===== src/rtl/rhs_session_scheduler.sv =====
// Session sequencer in front of rhs_256: turns host requests into fixed-width start/stop strobes
// and a recording level, enforcing ordering, stim lockout and config/zcheck timeouts.
module rhs_session_scheduler #(
  parameter int START_PULSE_CYCLES  = 16,
  parameter int SETTLE_FRAMES       = 8,
  parameter int STIM_LOCKOUT_FRAMES = 64,
  parameter int TIMEOUT_CYCLES      = 1000000
) (
  input  logic       clk,
  input  logic       rst,
  input  logic       req_config,
  input  logic       req_zcheck,
  input  logic       req_record_on,
  input  logic       req_record_off,
  input  logic       req_stim_finite,
  input  logic       req_stim_inf_start,
  input  logic       req_stim_inf_stop,
  input  logic       config_done,
  input  logic       zcheck_done,
  input  logic       frame_tick,
  output logic       config_start,
  output logic       zcheck_start,
  output logic       stim_finite_mode_start,
  output logic       stim_infinite_mode_start,
  output logic       stim_infinite_mode_stop,
  output logic       record_start,
  output logic       configured,
  output logic       busy,
  output logic       rejected,
  output logic       timeout_err,
  output logic [2:0] state
);

  localparam logic [2:0] S_IDLE     = 3'd0;
  localparam logic [2:0] S_CONFIG   = 3'd1;
  localparam logic [2:0] S_ZCHECK   = 3'd2;
  localparam logic [2:0] S_SETTLE   = 3'd3;
  localparam logic [2:0] S_RECORD   = 3'd4;
  localparam logic [2:0] S_STIM_INF = 3'd5;
  localparam logic [2:0] S_STOPPING = 3'd6;

  localparam logic [2:0] W_NONE      = 3'd0;
  localparam logic [2:0] W_REC_OFF   = 3'd1;
  localparam logic [2:0] W_INF_STOP  = 3'd2;
  localparam logic [2:0] W_CONFIG    = 3'd3;
  localparam logic [2:0] W_ZCHECK    = 3'd4;
  localparam logic [2:0] W_REC_ON    = 3'd5;
  localparam logic [2:0] W_FINITE    = 3'd6;
  localparam logic [2:0] W_INF_START = 3'd7;

  localparam logic [2:0] STB_CONFIG    = 3'd0;
  localparam logic [2:0] STB_ZCHECK    = 3'd1;
  localparam logic [2:0] STB_FINITE    = 3'd2;
  localparam logic [2:0] STB_INF_START = 3'd3;
  localparam logic [2:0] STB_INF_STOP  = 3'd4;

  localparam logic [7:0]  PULSE_LAST  = 8'(START_PULSE_CYCLES - 1);
  localparam logic [7:0]  SETTLE_LAST = 8'(SETTLE_FRAMES - 1);
  localparam logic [15:0] LOCK_LOAD   = 16'(STIM_LOCKOUT_FRAMES);
  localparam logic [23:0] TMO_LAST    = 24'(TIMEOUT_CYCLES - 1);

  logic        strobe_act;
  logic [2:0]  strobe_sel;
  logic [7:0]  strobe_cnt;
  logic        pend_off;
  logic [7:0]  settle_cnt;
  logic [15:0] lockout;
  logic [23:0] tmo_cnt;
  logic        rec_off_eff;
  logic [2:0]  win;

  // A record_off deferred behind a strobe competes as if it had just arrived.
  always_comb begin
    rec_off_eff = req_record_off | (pend_off & ~strobe_act);
    win = W_NONE;
    if (rec_off_eff)             win = W_REC_OFF;
    else if (req_stim_inf_stop)  win = W_INF_STOP;
    else if (req_config)         win = W_CONFIG;
    else if (req_zcheck)         win = W_ZCHECK;
    else if (req_record_on)      win = W_REC_ON;
    else if (req_stim_finite)    win = W_FINITE;
    else if (req_stim_inf_start) win = W_INF_START;
  end

  always_ff @(posedge clk or posedge rst) begin
    if (rst) begin
      state        <= S_IDLE;
      strobe_act   <= 1'b0;
      strobe_sel   <= STB_CONFIG;
      strobe_cnt   <= '0;
      pend_off     <= 1'b0;
      settle_cnt   <= '0;
      lockout      <= '0;
      tmo_cnt      <= '0;
      record_start <= 1'b0;
      configured   <= 1'b0;
      rejected     <= 1'b0;
      timeout_err  <= 1'b0;
    end else begin
      rejected <= 1'b0;
      if (frame_tick && lockout != '0) lockout <= lockout - 16'd1;
      if (strobe_act) begin
        if (strobe_cnt == '0) strobe_act <= 1'b0;
        else strobe_cnt <= strobe_cnt - 8'd1;
      end else begin
        pend_off <= 1'b0;
      end

      case (state)
        S_CONFIG, S_ZCHECK: begin
          tmo_cnt <= tmo_cnt + 24'd1;
          // Done beats timeout when both land on the same cycle.
          if ((state == S_CONFIG && config_done) || (state == S_ZCHECK && zcheck_done)) begin
            state      <= S_IDLE;
            strobe_act <= 1'b0;
            if (state == S_CONFIG) configured <= 1'b1;
          end else if (tmo_cnt == TMO_LAST) begin
            state       <= S_IDLE;
            strobe_act  <= 1'b0;
            timeout_err <= 1'b1;
          end
          if (win != W_NONE && win != W_REC_OFF) rejected <= 1'b1;
        end

        S_STOPPING: begin
          if (win != W_NONE) rejected <= 1'b1;
          if (strobe_act && strobe_cnt == '0) begin
            state        <= S_IDLE;
            record_start <= 1'b0;
          end
        end

        S_IDLE, S_SETTLE, S_RECORD, S_STIM_INF: begin
          if (state == S_SETTLE && frame_tick) begin
            if (settle_cnt == SETTLE_LAST) state <= S_RECORD;
            else settle_cnt <= settle_cnt + 8'd1;
          end
          if (win != W_NONE) begin
            if (strobe_act) begin
              if (win == W_REC_OFF) pend_off <= 1'b1;
              else rejected <= 1'b1;
            end else begin
              case (state)
                S_IDLE: begin
                  if (win == W_CONFIG || win == W_ZCHECK) begin
                    state       <= (win == W_CONFIG) ? S_CONFIG : S_ZCHECK;
                    strobe_act  <= 1'b1;
                    strobe_sel  <= (win == W_CONFIG) ? STB_CONFIG : STB_ZCHECK;
                    strobe_cnt  <= PULSE_LAST;
                    tmo_cnt     <= '0;
                    timeout_err <= 1'b0;
                  end else if (win == W_REC_ON && configured) begin
                    state        <= S_SETTLE;
                    record_start <= 1'b1;
                    settle_cnt   <= '0;
                  end else begin
                    rejected <= 1'b1;
                  end
                end
                S_SETTLE: begin
                  if (win == W_REC_OFF) begin
                    state        <= S_IDLE;
                    record_start <= 1'b0;
                  end else begin
                    rejected <= 1'b1;
                  end
                end
                S_RECORD: begin
                  if (win == W_REC_OFF) begin
                    state        <= S_IDLE;
                    record_start <= 1'b0;
                  end else if ((win == W_FINITE || win == W_INF_START) && lockout == '0) begin
                    strobe_act <= 1'b1;
                    strobe_cnt <= PULSE_LAST;
                    if (win == W_FINITE) begin
                      strobe_sel <= STB_FINITE;
                      lockout    <= LOCK_LOAD;
                    end else begin
                      strobe_sel <= STB_INF_START;
                      state      <= S_STIM_INF;
                    end
                  end else begin
                    rejected <= 1'b1;
                  end
                end
                default: begin
                  if (win == W_INF_STOP || win == W_REC_OFF) begin
                    strobe_act <= 1'b1;
                    strobe_sel <= STB_INF_STOP;
                    strobe_cnt <= PULSE_LAST;
                    state      <= (win == W_INF_STOP) ? S_RECORD : S_STOPPING;
                  end else begin
                    rejected <= 1'b1;
                  end
                end
              endcase
            end
          end
        end

        default: state <= S_IDLE;
      endcase
    end
  end

  assign config_start             = strobe_act && (strobe_sel == STB_CONFIG);
  assign zcheck_start             = strobe_act && (strobe_sel == STB_ZCHECK);
  assign stim_finite_mode_start   = strobe_act && (strobe_sel == STB_FINITE);
  assign stim_infinite_mode_start = strobe_act && (strobe_sel == STB_INF_START);
  assign stim_infinite_mode_stop  = strobe_act && (strobe_sel == STB_INF_STOP);
  assign busy = (state == S_CONFIG) || (state == S_ZCHECK) || (state == S_SETTLE) || strobe_act;

endmodule


===== config.mk =====
export PLATFORM = sky130hd
export DESIGN_NAME = rhs_session_scheduler
export DESIGN_NICKNAME = d
export VERILOG_FILES = /design/src/rtl/rhs_session_scheduler.sv
export SDC_FILE = /design/constraint.sdc
export NUM_CORES = 1
export LEC_CHECK = 0
export CAP_MARGIN = 30
export CORE_ASPECT_RATIO = 0.7
export CORE_MARGIN = 1
export CORE_UTILIZATION = 32
export CTS_CLUSTER_SIZE = 24
export DETAILED_ROUTE_END_ITERATION = 7
export GPL_TIMING_DRIVEN = 1
export HOLD_SLACK_MARGIN = 0.06
export PLACE_DENSITY = 0.49
export SYNTH_ARGS = -nofsm -noshare
export SYNTH_HDL_FRONTEND = slang
export SYNTH_SLANG_ARGS = --single-unit

===== constraint.sdc =====
create_clock -name clk -period 2.7 [get_ports clk]
set_input_delay 0.81 -clock clk [delete_from_list [all_inputs] [get_ports clk]]
set_output_delay 0.81 -clock clk [all_outputs]
set_load 0.005 [all_outputs]

Yosys cells after proc, flatten, opt, wreduce, memory -nomap -nowiden
Index checks and enable logic that the tools add are counted.
W data, S select, Z words.
{"block": "word_totals", "out_inout_bits": 13, "elab_cells": 199, "register_bits": 68}
{"block": "classes", "n_reduce_logical": 38, "n_bitwise": 4, "add_sub_neg": 4, "eq_ne": 35, "n_mux": 106}
{"cell": "$mux W16", "count": 8}
{"cell": "$mux W8", "count": 16}
{"cell": "$mux W24", "count": 4}
{"cell": "$mux W3", "count": 25}
{"cell": "$pmux W24 S2", "count": 1}
{"cell": "$mux W1", "count": 39}
{"cell": "$pmux W3 S3", "count": 3}
{"cell": "$add A24 B1 Y24 const B", "count": 1}
{"cell": "$eq A24 B20 Y1 const B", "count": 1}
{"cell": "$eq A3 B3 Y1 const B", "count": 8}
{"cell": "$pmux W8 S3", "count": 1}
{"cell": "$ne A2 B2 Y1 const B", "count": 10}
{"cell": "$eq A3 B2 Y1 const B", "count": 6}
{"cell": "$logic_not A16 Y1", "count": 1}
{"cell": "$reduce_and A8 Y1", "count": 2}
{"cell": "$reduce_bool A16 Y1", "count": 1}
{"cell": "$sub A16 B1 Y16 const B", "count": 1}
{"cell": "$ne A3 B3 Y1 const B", "count": 5}
{"cell": "$logic_and A1 B1 Y1", "count": 13}
{"cell": "$eq A3 B1 Y1 const B", "count": 3}
{"cell": "$pmux W1 S3", "count": 3}
{"cell": "$add A8 B1 Y8 const B", "count": 1}
{"cell": "$eq A8 B3 Y1 const B", "count": 1}
{"cell": "$logic_not A8 Y1", "count": 1}
{"cell": "17 further kinds", "count": 32}

Longest topological paths before layout
Gate-level depths: netlist of the first run.
{"block": "logic_depth", "ltp_word": 16, "depth_mapped": 8, "depth_no_buf": 7}

Least setup slack after synthesis of the first run
Ideal clock, no wire load.
{"block": "synth_timing", "path_kind": "input to register", "from": "input req_record_off", "to": "register strobe_sel[2]", "t_arrival_ns": 2.071, "path_stages": 6, "required_time_ns": 2.573, "slack_ns": 0.502, "cell_sequence": "buf_2 nor2_4 o2111ai_4 o21bai_2 and4bb_4 mux2_1"}
{"block": "synth_between", "elab_chain_len": 7, "elab_cells_between_ends": 18}
{"item": "start: declaration", "line": "14", "source": "input logic req_record_off,"}
{"item": "$or A1 B1 Y1 (*)", "line": "74", "source": "rec_off_eff = req_record_off | (pend_off & ~strobe_act);"}
{"item": "$mux W3 (*)", "line": "76", "source": "if (rec_off_eff) win = W_REC_OFF;"}
{"item": "$eq A3 B3 Y1", "line": "172", "source": "end else if ((win == W_FINITE || win == W_INF_START) && lockout == '0) begin"}
{"item": "$logic_or A1 B1 Y1", "line": "172"}
{"item": "$logic_and A1 B1 Y1", "line": "172"}
{"item": "$ne A2 B2 Y1 (no source line)"}
{"item": "$reduce_and A8 Y1 (no source line) (*)"}
{"item": "end signal: assignment", "line": "148", "source": "strobe_sel <= (win == W_CONFIG) ? STB_CONFIG : STB_ZCHECK;"}
{"item": "end: declaration", "line": "63", "source": "logic [2:0] strobe_sel;"}
Every way passes the cells marked *; elsewhere a longest branch is shown, timed or not.
A chain may end at the register's enable or synchronous reset.

Worst setup path after layout of the first run
{"block": "layout_timing", "from": "register state[0]", "to": "output busy"}
{"block": "layout_between", "elab_chain_len": 4, "elab_cells_between_ends": 6}
{"item": "start: declaration", "line": "31", "source": "output logic [2:0] state"}
{"item": "start signal: assignment", "line": "146", "source": "state <= (win == W_CONFIG) ? S_CONFIG : S_ZCHECK;"}
{"item": "start signal: assignment", "line": "191", "source": "state <= (win == W_INF_STOP) ? S_RECORD : S_STOPPING;"}
{"item": "$eq A3 B1 Y1 / $eq A3 B2 Y1 (equally long branches)", "line": "211", "source": "assign busy = (state == S_CONFIG) || (state == S_ZCHECK) || (state == S_SETTLE) || strobe_act;"}
{"item": "$logic_or A1 B1 Y1", "line": "211"}
{"item": "$logic_or A1 B1 Y1 (*) (2 in a row)", "line": "211"}
{"item": "end: declaration", "line": "28", "source": "output logic busy,"}
Marked as above.

==> results of run 1 <==
==> registers in the layout, indices dropped and copies added (netlist names) <==
| register | count |
|---|---|
| state | 3 |
| timeout_err | 1 |
| pend_off | 1 |
| strobe_sel | 3 |
| record_start | 1 |
| tmo_cnt | 24 |
| rejected | 1 |
| strobe_act | 1 |
| strobe_cnt | 8 |
| settle_cnt | 8 |
| configured | 1 |
| lockout | 16 |
==> area by class of cell <==
cell class,instances,area [µm²],share of cell area (%)
multi-input combinational,369,2510,47.1
timing repair buffer,57,513,9.62
clock inverter,6,86.3,1.62
tap,185,231,4.34
inverter,13,48.8,0.915
clock buffer,10,239,4.48
sequential,68,1700,31.9
==> power groups by stage <==
stage                     Sequential (µW)  Combinational (µW)  Clock, µW
after floorplan                      1290                 302          0
after global placement               1310                 386          0
after detailed placement             1320                 402          0
after CTS                            1300                 403       1340
after global routing                 1320                 454       1380
final                                1300                 397       1300
==> worst max-delay path: stages (launching register included) <==
cell and delay (ns):
dfrtp_1 0.42, or2_2 0.39, a21o_1 0.21, clkdlybuf4s50_1 0.43
==> logic make-up (layout without fill, tap and decap cells) <==
kind of cell / after synthesis / in the layout / share of synthesized area, %
compound gates: 113 / 113 / 18.2
buf+inv: 34 / 86 / 3.77
simple gates: 214 / 214 / 30.0
mux: 5 / 5 / 1.17
flops: 68 / 68 / 38.8
xor+xnor: 32 / 32 / 6.57
fa+ha+maj: 5 / 5 / 1.43
==> per-stage QoR <==
| stage | utilization [%] | instances |
|---|---|---|
| 6_report | 40.2 | 708 |
| 5_1_grt | 40.2 | 708 |
| 4_1_cts | 40.2 | 708 |
| 3_5_place_dp | 37.7 | 692 |
| 3_3_place_gp | 37.7 | 692 |
| 2_1_floorplan | - | 471 |
==> cells in the mapped netlist, drive strengths merged (5+ instances only) <==
cell type,count,share of area (%)
xnor2,16,3.4
xor2,16,3.2
nand2,42,3.6
and4,6,1.2
nor3,15,1.8
inv,13,1.1
a31oi,9,1.3
nand4,20,3.9
and2,5,0.71
o21a,5,0.86
and3,11,1.6
buf,16,2.2
a21oi,28,3.3
clkbuf,5,0.43
or3,9,1.3
nor2,41,3.8
a211oi,7,1.2
nand3,18,2.1
o21ai,22,2.5
nor2b,8,1.1
dfrtp,68,39
a21o,8,1.4
nor4,9,2.6
ha,5,1.4
==> cell usage in the layout, fill, tap and decap left out, types with 14 or more instances in the layout <==
cell type / count
nor2_1: 38
nor3_1: 14
o21ai_0: 18
clkdlybuf4s50_1: 24
nand3_1: 18
xor2_1: 16
xnor2_1: 15
buf_4: 31
a21oi_1: 27
dfrtp_1: 68
nand2_1: 42
nand4_1: 17
==> metal layers <==
layer / wire length [µm] / share of wire, % / vias to the layer above
met5: 0 / 0 / -
met4: 99 / 0.87 / 0
met3: 470 / 4.1 / 9
met2: 4780 / 42 / 61
met1: 6030 / 53 / 1804
li1: - / - / 1843
==> worst paths after layout <==
kind / end / cells after the start / start / slack (ns)
max in group asynchronous: configured$_DFFE_PP0P_ / 3 / rst / 1.49
worst max-delay path: busy / 3 / state[0]$_DFFE_PP0P_ / 0.11
worst min-delay path: strobe_cnt[1]$_DFF_PP0_ / 1 / strobe_cnt[1]$_DFF_PP0_ / 0.50
min in group asynchronous: tmo_cnt[17]$_DFFE_PP0P_ / 3 / rst / 0.86
worst max register to register: settle_cnt[3]$_DFFE_PP0N_ / 6 / strobe_act$_DFF_PP0_ / 0.42
worst min register to register: strobe_cnt[1]$_DFF_PP0_ / 1 / strobe_cnt[1]$_DFF_PP0_ / 0.50
==> results.yml, run 1 <==
run_status:
  run_status: "finished clean"
placed_design:
  hpwl_mm: 8.04
  place_area_um2: 5010
  place_congestion: 0.844
  pre_cts_ws_ns: -0.0470
  portBuffers: 24
synthesis:
  ys_types: 82
  synth_cells: 471
  syn_nets: 488
  ys_warn_count: 0
  synth-edff-count: 0
  synthFlopType: "dfrtp_1"
  async_flop_share_pct: 100
  avgSynthCellArea_um2: 9.30
  seq_area_frac_synth_pct: 38.8
  syn_area_um2: 4380
  ys_ff_latch: 68
worst_setup_path:
  required_ns: 1.89
  cp.arrival_ns: 1.78
  cp_max_fo: 5
  worst_setup_path_end_kind: "primary output"
  start_kind: "flop"
  crit_type: "flop to primary output"
route:
  wl_per_cell_um: 16.1
  drc: 0
  firstDrtPassIters: 4
  via_count: 3717
  routed_wl_mm: 11.4
  drt_iter0_drc: 235
  ant_nets: 0
  avgViaCountPerCell: 5.25
pwr:
  ir_drop_uv: 254
  swShare_pct: 27.9
  seqPwrFrac_pct: 43.4
  internal_power_uw: 2170
  report.power.total_uw: 3000
  pwr-share-comb_pct: 13.2
  clkPwrFrac_pct: 43.3
  p_leak_uw: 0.00228
  p_per_area_nw_per_um2: 563
  switchingPower_uw: 836
grt:
  grt_max_degree: 69
  grt_pass1_vias: 3609
  grt-busiest-layer: "met1"
  grt_first_pass_wirelength_mm: 19.2
  grtUsageMet1_pct: 25.8
  grt_util_met2_pct: 25.4
  antenna_found_initial: 0
  grt_use_met3_pct: 3.48
  grt-ovfl-total: 0
  grt_usage_pct: 17.3
cts:
  ctsHoldBuffers: 0
  ctsRootBufferMaster: "clkbuf_16"
  clkTransAtPathRegs_ns: 0.06
  cts.sinks: 68
  cts_resized: 0
  numCtsBuffers: 9
  clk_latency_ns: 0.33
  postCtsSetupRepairBufs: 0
  htree_levels: 3
  tritoncts: "built"
  cts_buffer_depth: 2
floorplan:
  die_h_um: 99.9
  die_w_um: 142
  dieArea_um2: 14200
  initial_core_util_pct: 33.0
  rows: 35
  num_io_pins: 25
  coreArea_um2: 13300
cells_and_area:
  synthToLayoutAreaGrowth_pct: 21.8
  fin_nets: 535
  drive_gt1_share_pct: 14.9
  stdcell_area_um2: 5330
  diodes: 0
  fillers: 1288
sta:
  setup_ws_ns: 0.112
  worstMarginPinSlew_ns: 0.571
  whs_ns: 0.496
  rsz0062_at_grt: "no"
  max_slew_margin_pct: 61.6
  finalMaxSlewViolations: 0
  setup_tns_ns: 0
  clock_skew_ns: 0.00504
  hold_viol: 0
  min_period_ns: 2.59
  setup_viol: 0
  fmax_mhz: 386
  period_share_pct: 95.8
min_path:
  min_path_type: "flop to flop"
job:
  drv_cap: 0
(Power assumes the default switching activity.)
==> run 2, diff against run 1 <==
--- a/config.mk
+++ b/config.mk
@@ -12,7 +12,7 @@
 export CTS_CLUSTER_SIZE = 24
 export DETAILED_ROUTE_END_ITERATION = 7
 export GPL_TIMING_DRIVEN = 1
-export HOLD_SLACK_MARGIN = 0.06
+export MAX_ROUTING_LAYER = met4
 export PLACE_DENSITY = 0.49
 export SYNTH_ARGS = -nofsm -noshare
 export SYNTH_HDL_FRONTEND = slang
==> run 2 against run 1 <==
- worst setup slack lost 0.00085 ns
- global-route usage grew 0.54 points
- sequential share of layout area is the same
- utilization unchanged
- cell count unchanged
- die area stayed put
- clock power is essentially flat
- clock skew grew 0.00081 ns
- largest cell class unchanged
- largest power group unchanged
==> results.yml, run 2 (synthesis results as in run 1) <==
route:
  firstDrtPassIters: 5
  routed_wl_mm: 11.4
  ant_nets: 0
  via_count: 3713
  drt_iter0_drc: 270
  drc: 0
  wl_per_cell_um: 16.0
  avgViaCountPerCell: 5.24
pwr:
  clkPwrFrac_pct: 43.4
  report.power.total_uw: 3010
  p_leak_uw: 0.00228
  pwr-share-comb_pct: 13.2
  ir_drop_uv: 255
  swShare_pct: 27.9
  internal_power_uw: 2170
  switchingPower_uw: 839
  seqPwrFrac_pct: 43.4
  p_per_area_nw_per_um2: 563
grt:
  grt_max_degree: 69
  antenna_found_initial: 0
  grt_first_pass_wirelength_mm: 19.2
  grt-ovfl-total: 0
  grt_pass1_vias: 3608
  grt_usage_pct: 17.9
min_path:
  whs_path_depth: 1
  min_path_type: "flop to flop"
  hold_path_end: "strobe_cnt[1]$_DFF_PP0_"
  min_from: "strobe_cnt[1]$_DFF_PP0_"
cells_and_area:
  synthToLayoutAreaGrowth_pct: 21.8
  fillers: 1288
  drive_gt1_share_pct: 14.9
  fin_nets: 535
  final_cell_count_no_fill: 708
  layout_common_cells: "dfrtp_1 (68), nand2_1 (42), nor2_1 (38)"
  layout_commonest_cell: "dfrtp_1"
  reg_top3: "tmo_cnt: 24 flops, lockout: 16 flops"
  fin_util_pct: 40.2
  regMostFlops: "tmo_cnt"
  largest_reg_flops: 24
  diodes: 0
cts:
  ctsRootBufferMaster: "clkbuf_16"
  clkTransAtPathRegs_ns: 0.06
  ctsHoldBuffers: 0
  cts.sinks: 68
  numCtsBuffers: 9
  postCtsSetupRepairBufs: 0
  clk_latency_ns: 0.33
  tritoncts: "built"
  cts_resized: 0
  htree_levels: 3
  cts_buffer_depth: 2
floorplan:
  die_h_um: 99.9
  coreArea_um2: 13300
  initial_core_util_pct: 33.0
  num_io_pins: 25
  dieArea_um2: 14200
  rows: 35
  die_w_um: 142
sta:
  worstMarginPinSlew_ns: 0.563
  max_slew_margin_pct: 62.2
  fmax_mhz: 386
  min_period_ns: 2.59
  setup_tns_ns: 0
  rsz0062_at_grt: "no"
  setup_viol: 0
  clock_skew_ns: 0.00585
  whs_ns: 0.493
  finalMaxSlewViolations: 0
  hold_viol: 0
  period_share_pct: 95.9
placed_design:
  portBuffers: 24
  hpwl_mm: 8.04
  dp_cells: 692
  place_congestion: 0.857
job:
  drv_cap: 0
worst_setup_path:
  start_kind: "flop"
  crit_type: "flop to primary output"
  required_ns: 1.89
  rr_worst_depth: 6
  r2r_start: "strobe_act$_DFF_PP0_"
  reg2reg_to: "settle_cnt[3]$_DFFE_PP0N_"
  regToRegSetupSlack_ns: 0.43
  worst_setup_path_end_kind: "primary output"
  cp_max_fo: 5
  cp.arrival_ns: 1.78
run_status:
  run_status: "finished clean"
run 2: cell counts in the layout (fill, tap and decap cells not counted):
Identical to the previous run, type by type.
run 2: layout make-up:
type	instances	area, µm²	share of cell area, %
multi-input combinational	369	2510	47.1
tap	185	231	4.34
sequential	68	1700	31.9
clock buffer	10	239	4.48
inverter	13	48.8	0.915
timing repair buffer	57	513	9.62
clock inverter	6	86.3	1.62
run 2: power groups by stage:
stage	Clock [µW]	Sequential, µW	Combinational [µW]
2_1_floorplan	0	1290	302
3_3_place_gp	0	1310	386
3_5_place_dp	0	1320	402
4_1_cts	1340	1300	403
5_1_grt	1380	1320	454
6_report	1300	1300	397
run 2: metrics by stage:
stage | setup WS, ns | instance area (µm²)
floorplan | 0.178 | 4380
global placement | -0.00465 | 5010
detailed placement | -0.0470 | 5010
CTS | 0.0798 | 5330
global route | 0.0184 | 5330
finish | 0.111 | 5330
run 2: how the worst max path moves through the flow:
stage | start | to | slack [ns] | cells after the start
3_3_place_gp | req_zcheck | settle_cnt[3]$_DFFE_PP0N_ | -0.005 | 6
5_1_grt | strobe_act$_DFF_PP0_ | config_start | 0.02 | 2
4_1_cts | state[0]$_DFFE_PP0P_ | busy | 0.08 | 3
6_report | state[0]$_DFFE_PP0P_ | busy | 0.11 | 3
2_1_floorplan | rst | configured$_DFFE_PP0P_ | 0.18 | 1
3_5_place_dp | req_stim_inf_stop | tmo_cnt[23]$_DFFE_PP0P_ | -0.05 | 6
run 2: worst max-delay path, stage by stage (launching register included):
cell             delay (ns)
dfrtp_1                0.42
or2_2                  0.39
a21o_1                 0.21
clkdlybuf4s50_1        0.43
run 2: routing by layer:
layer  part of all wire, %  GRT usage, %
met5                     0             -
met4                  0.70          4.14
met3                   4.2          3.48
met2                    42          25.3
met1                    53          26.0
==> run 3, diff against run 2 <==
--- a/config.mk
+++ b/config.mk
@@ -13,7 +13,9 @@
 export DETAILED_ROUTE_END_ITERATION = 7
 export GPL_TIMING_DRIVEN = 1
 export MAX_ROUTING_LAYER = met4
-export PLACE_DENSITY = 0.49
+export PLACE_DENSITY = 0.54
+export SKIP_CTS_REPAIR_TIMING = 1
+export SLEW_MARGIN = 20
 export SYNTH_ARGS = -nofsm -noshare
 export SYNTH_HDL_FRONTEND = slang
 export SYNTH_SLANG_ARGS = --single-unit
==> run 3 against run 2 <==
- clock power shrank 17%
- wire length down 0.99%
- count of clock-buffer cells in the layout is 1 higher
- cell area down 1.2%
- critical path type unchanged
- cell count fell by 0.14%
- combinational power fell by 1%
- sequential power about the same
- largest power group unchanged
- die area did not move
- critical path depth unchanged
- flip-flop and latch count unchanged
- register-to-register slack hardly changed
==> results.yml, run 3 (synthesis results as in run 1) <==
floorplan:
  rows: 35
  coreArea_um2: 13300
  dieArea_um2: 14200
  die_h_um: 99.9
  die_w_um: 142
  num_io_pins: 25
  initial_core_util_pct: 33.0
sta:
  setup_viol: 0
  setup_tns_ns: 0
  finalMaxSlewViolations: 0
  rsz0062_at_grt: "no"
  max_slew_margin_pct: 61.0
  fmax_mhz: 393
  period_share_pct: 94.2
  clock_skew_ns: 0.00600
  worstMarginPinSlew_ns: 0.580
  min_period_ns: 2.54
  hold_viol: 0
  whs_ns: 0.500
cells_and_area:
  largest_reg_flops: 24
  synthToLayoutAreaGrowth_pct: 20.3
  diodes: 0
  fillers: 1318
  drive_gt1_share_pct: 14.6
  regMostFlops: "tmo_cnt"
  layout_commonest_cell: "dfrtp_1"
  layout_common_cells: "dfrtp_1 (68), nand2_1 (42), nor2_1 (38)"
  fin_nets: 534
  reg_top3: "tmo_cnt: 24 flops, lockout: 16 flops"
  fin_util_pct: 39.7
route:
  drc: 0
  routed_wl_mm: 11.2
  firstDrtPassIters: 5
  via_count: 3810
  wl_per_cell_um: 15.9
  avgViaCountPerCell: 5.39
  drt_iter0_drc: 378
  ant_nets: 0
grt:
  grt_usage_pct: 17.9
  grt_pass1_vias: 3641
  grt_max_degree: 40
  grt_first_pass_wirelength_mm: 19.1
  grt-ovfl-total: 0
  antenna_found_initial: 0
min_path:
  hold_path_end: "strobe_cnt[1]$_DFF_PP0_"
  min_path_type: "flop to flop"
  min_from: "strobe_cnt[1]$_DFF_PP0_"
  whs_path_depth: 1
worst_setup_path:
  reg2reg_to: "state[0]$_DFFE_PP0P_"
  required_ns: 1.89
  crit_type: "flop to primary output"
  regToRegSetupSlack_ns: 0.43
  rr_worst_depth: 6
  worst_setup_path_end_kind: "primary output"
  r2r_start: "strobe_act$_DFF_PP0_"
  cp_max_fo: 5
  start_kind: "flop"
  cp.arrival_ns: 1.73
  cp_cell_sequence: "or2_2 -> a21o_1 -> clkdlybuf4s50_1"
  slowest_delay_ns: 0.44
  crit_slowest_cell: "clkdlybuf4s50_1"
cts:
  tritoncts: "built"
  clkTransAtPathRegs_ns: 0.05
  cts_buffer_depth: 2
  cts.sinks: 68
  numCtsBuffers: 9
  clk_latency_ns: 0.34
  htree_levels: 3
  ctsRootBufferMaster: "clkbuf_16"
pwr:
  p_per_area_nw_per_um2: 526
  ir_drop_uv: 250
  p_leak_uw: 0.00226
  report.power.total_uw: 2780
placed_design:
  hpwl_mm: 8.19
  place_congestion: 0.875
  portBuffers: 24
run_status:
  run_status: "finished clean"
job:
  drv_cap: 0
## run 3: cell types whose count changed in the layout (fill, tap and decap cells not counted)
cell and delta:
buf_4 -1, bufinv_16 -2, clkbuf_1 +1, clkinv_2 +2
inv_6 -1
## run 3: power by group
part	leakage [µW]	internal [µW]	switching, µW
registers	0.000854	1130	167
logic	0.00127	200	193
clock network	0.000135	640	440
total	0.00226	1970	801
## run 3: per-layer routing
| metal | vias to the layer above | GRT usage, % | share of wire [%] |
|---|---|---|---|
| met1 | 1848 | 25.6 | 51 |
| met4 | 0 | 5.79 | 1.5 |
| met2 | 92 | 24.8 | 43 |
| li1 | 1851 | - | - |
| met5 | - | - | 0 |
| met3 | 19 | 4.15 | 5.1 |
## run 3: final cells by class
cell class                      instances  area (µm²)  area share (%)
Clock inverter                          5        27.5           0.522
Timing Repair Buffer                   56         505            9.59
Clock buffer                           11         243            4.60
Sequential cell                        68        1700            32.3
Inverter                               13        48.8           0.926
Multi-Input combinational cell        369        2510            47.7
Tap cell                              185         231            4.39
## run 3: worst max-delay path by stage
| stage | from | end | slack [ns] | cells after the start |
|---|---|---|---|---|
| 2_1_floorplan | rst | configured$_DFFE_PP0P_ | 0.18 | 1 |
| 3_3_place_gp | req_record_off | state[0]$_DFFE_PP0P_ | -0.09 | 6 |
| 3_5_place_dp | req_record_off | state[0]$_DFFE_PP0P_ | -0.12 | 6 |
| 4_1_cts | state[0]$_DFFE_PP0P_ | busy | 0.13 | 3 |
| 5_1_grt | state[0]$_DFFE_PP0P_ | state[0] | 0.08 | 3 |
| 6_report | state[0]$_DFFE_PP0P_ | busy | 0.16 | 3 |
## run 3: critical path: cells and delay by family (launching register included)
family,cells,cell delay (ns)
AOI/OAI and AO/OA,1,0.21
buffers and inverters,1,0.44
and+or+nand+nor,1,0.37
DFF,1,0.38
## run 3: per-stage QoR
stage	instances	worst slack, ns	cell area (µm²)
6_report	707	0.157	5270
2_1_floorplan	471	0.178	4380
4_1_cts	707	0.125	5270
3_5_place_dp	691	-0.124	5000
5_1_grt	707	0.0786	5270
3_3_place_gp	691	-0.0921	5000
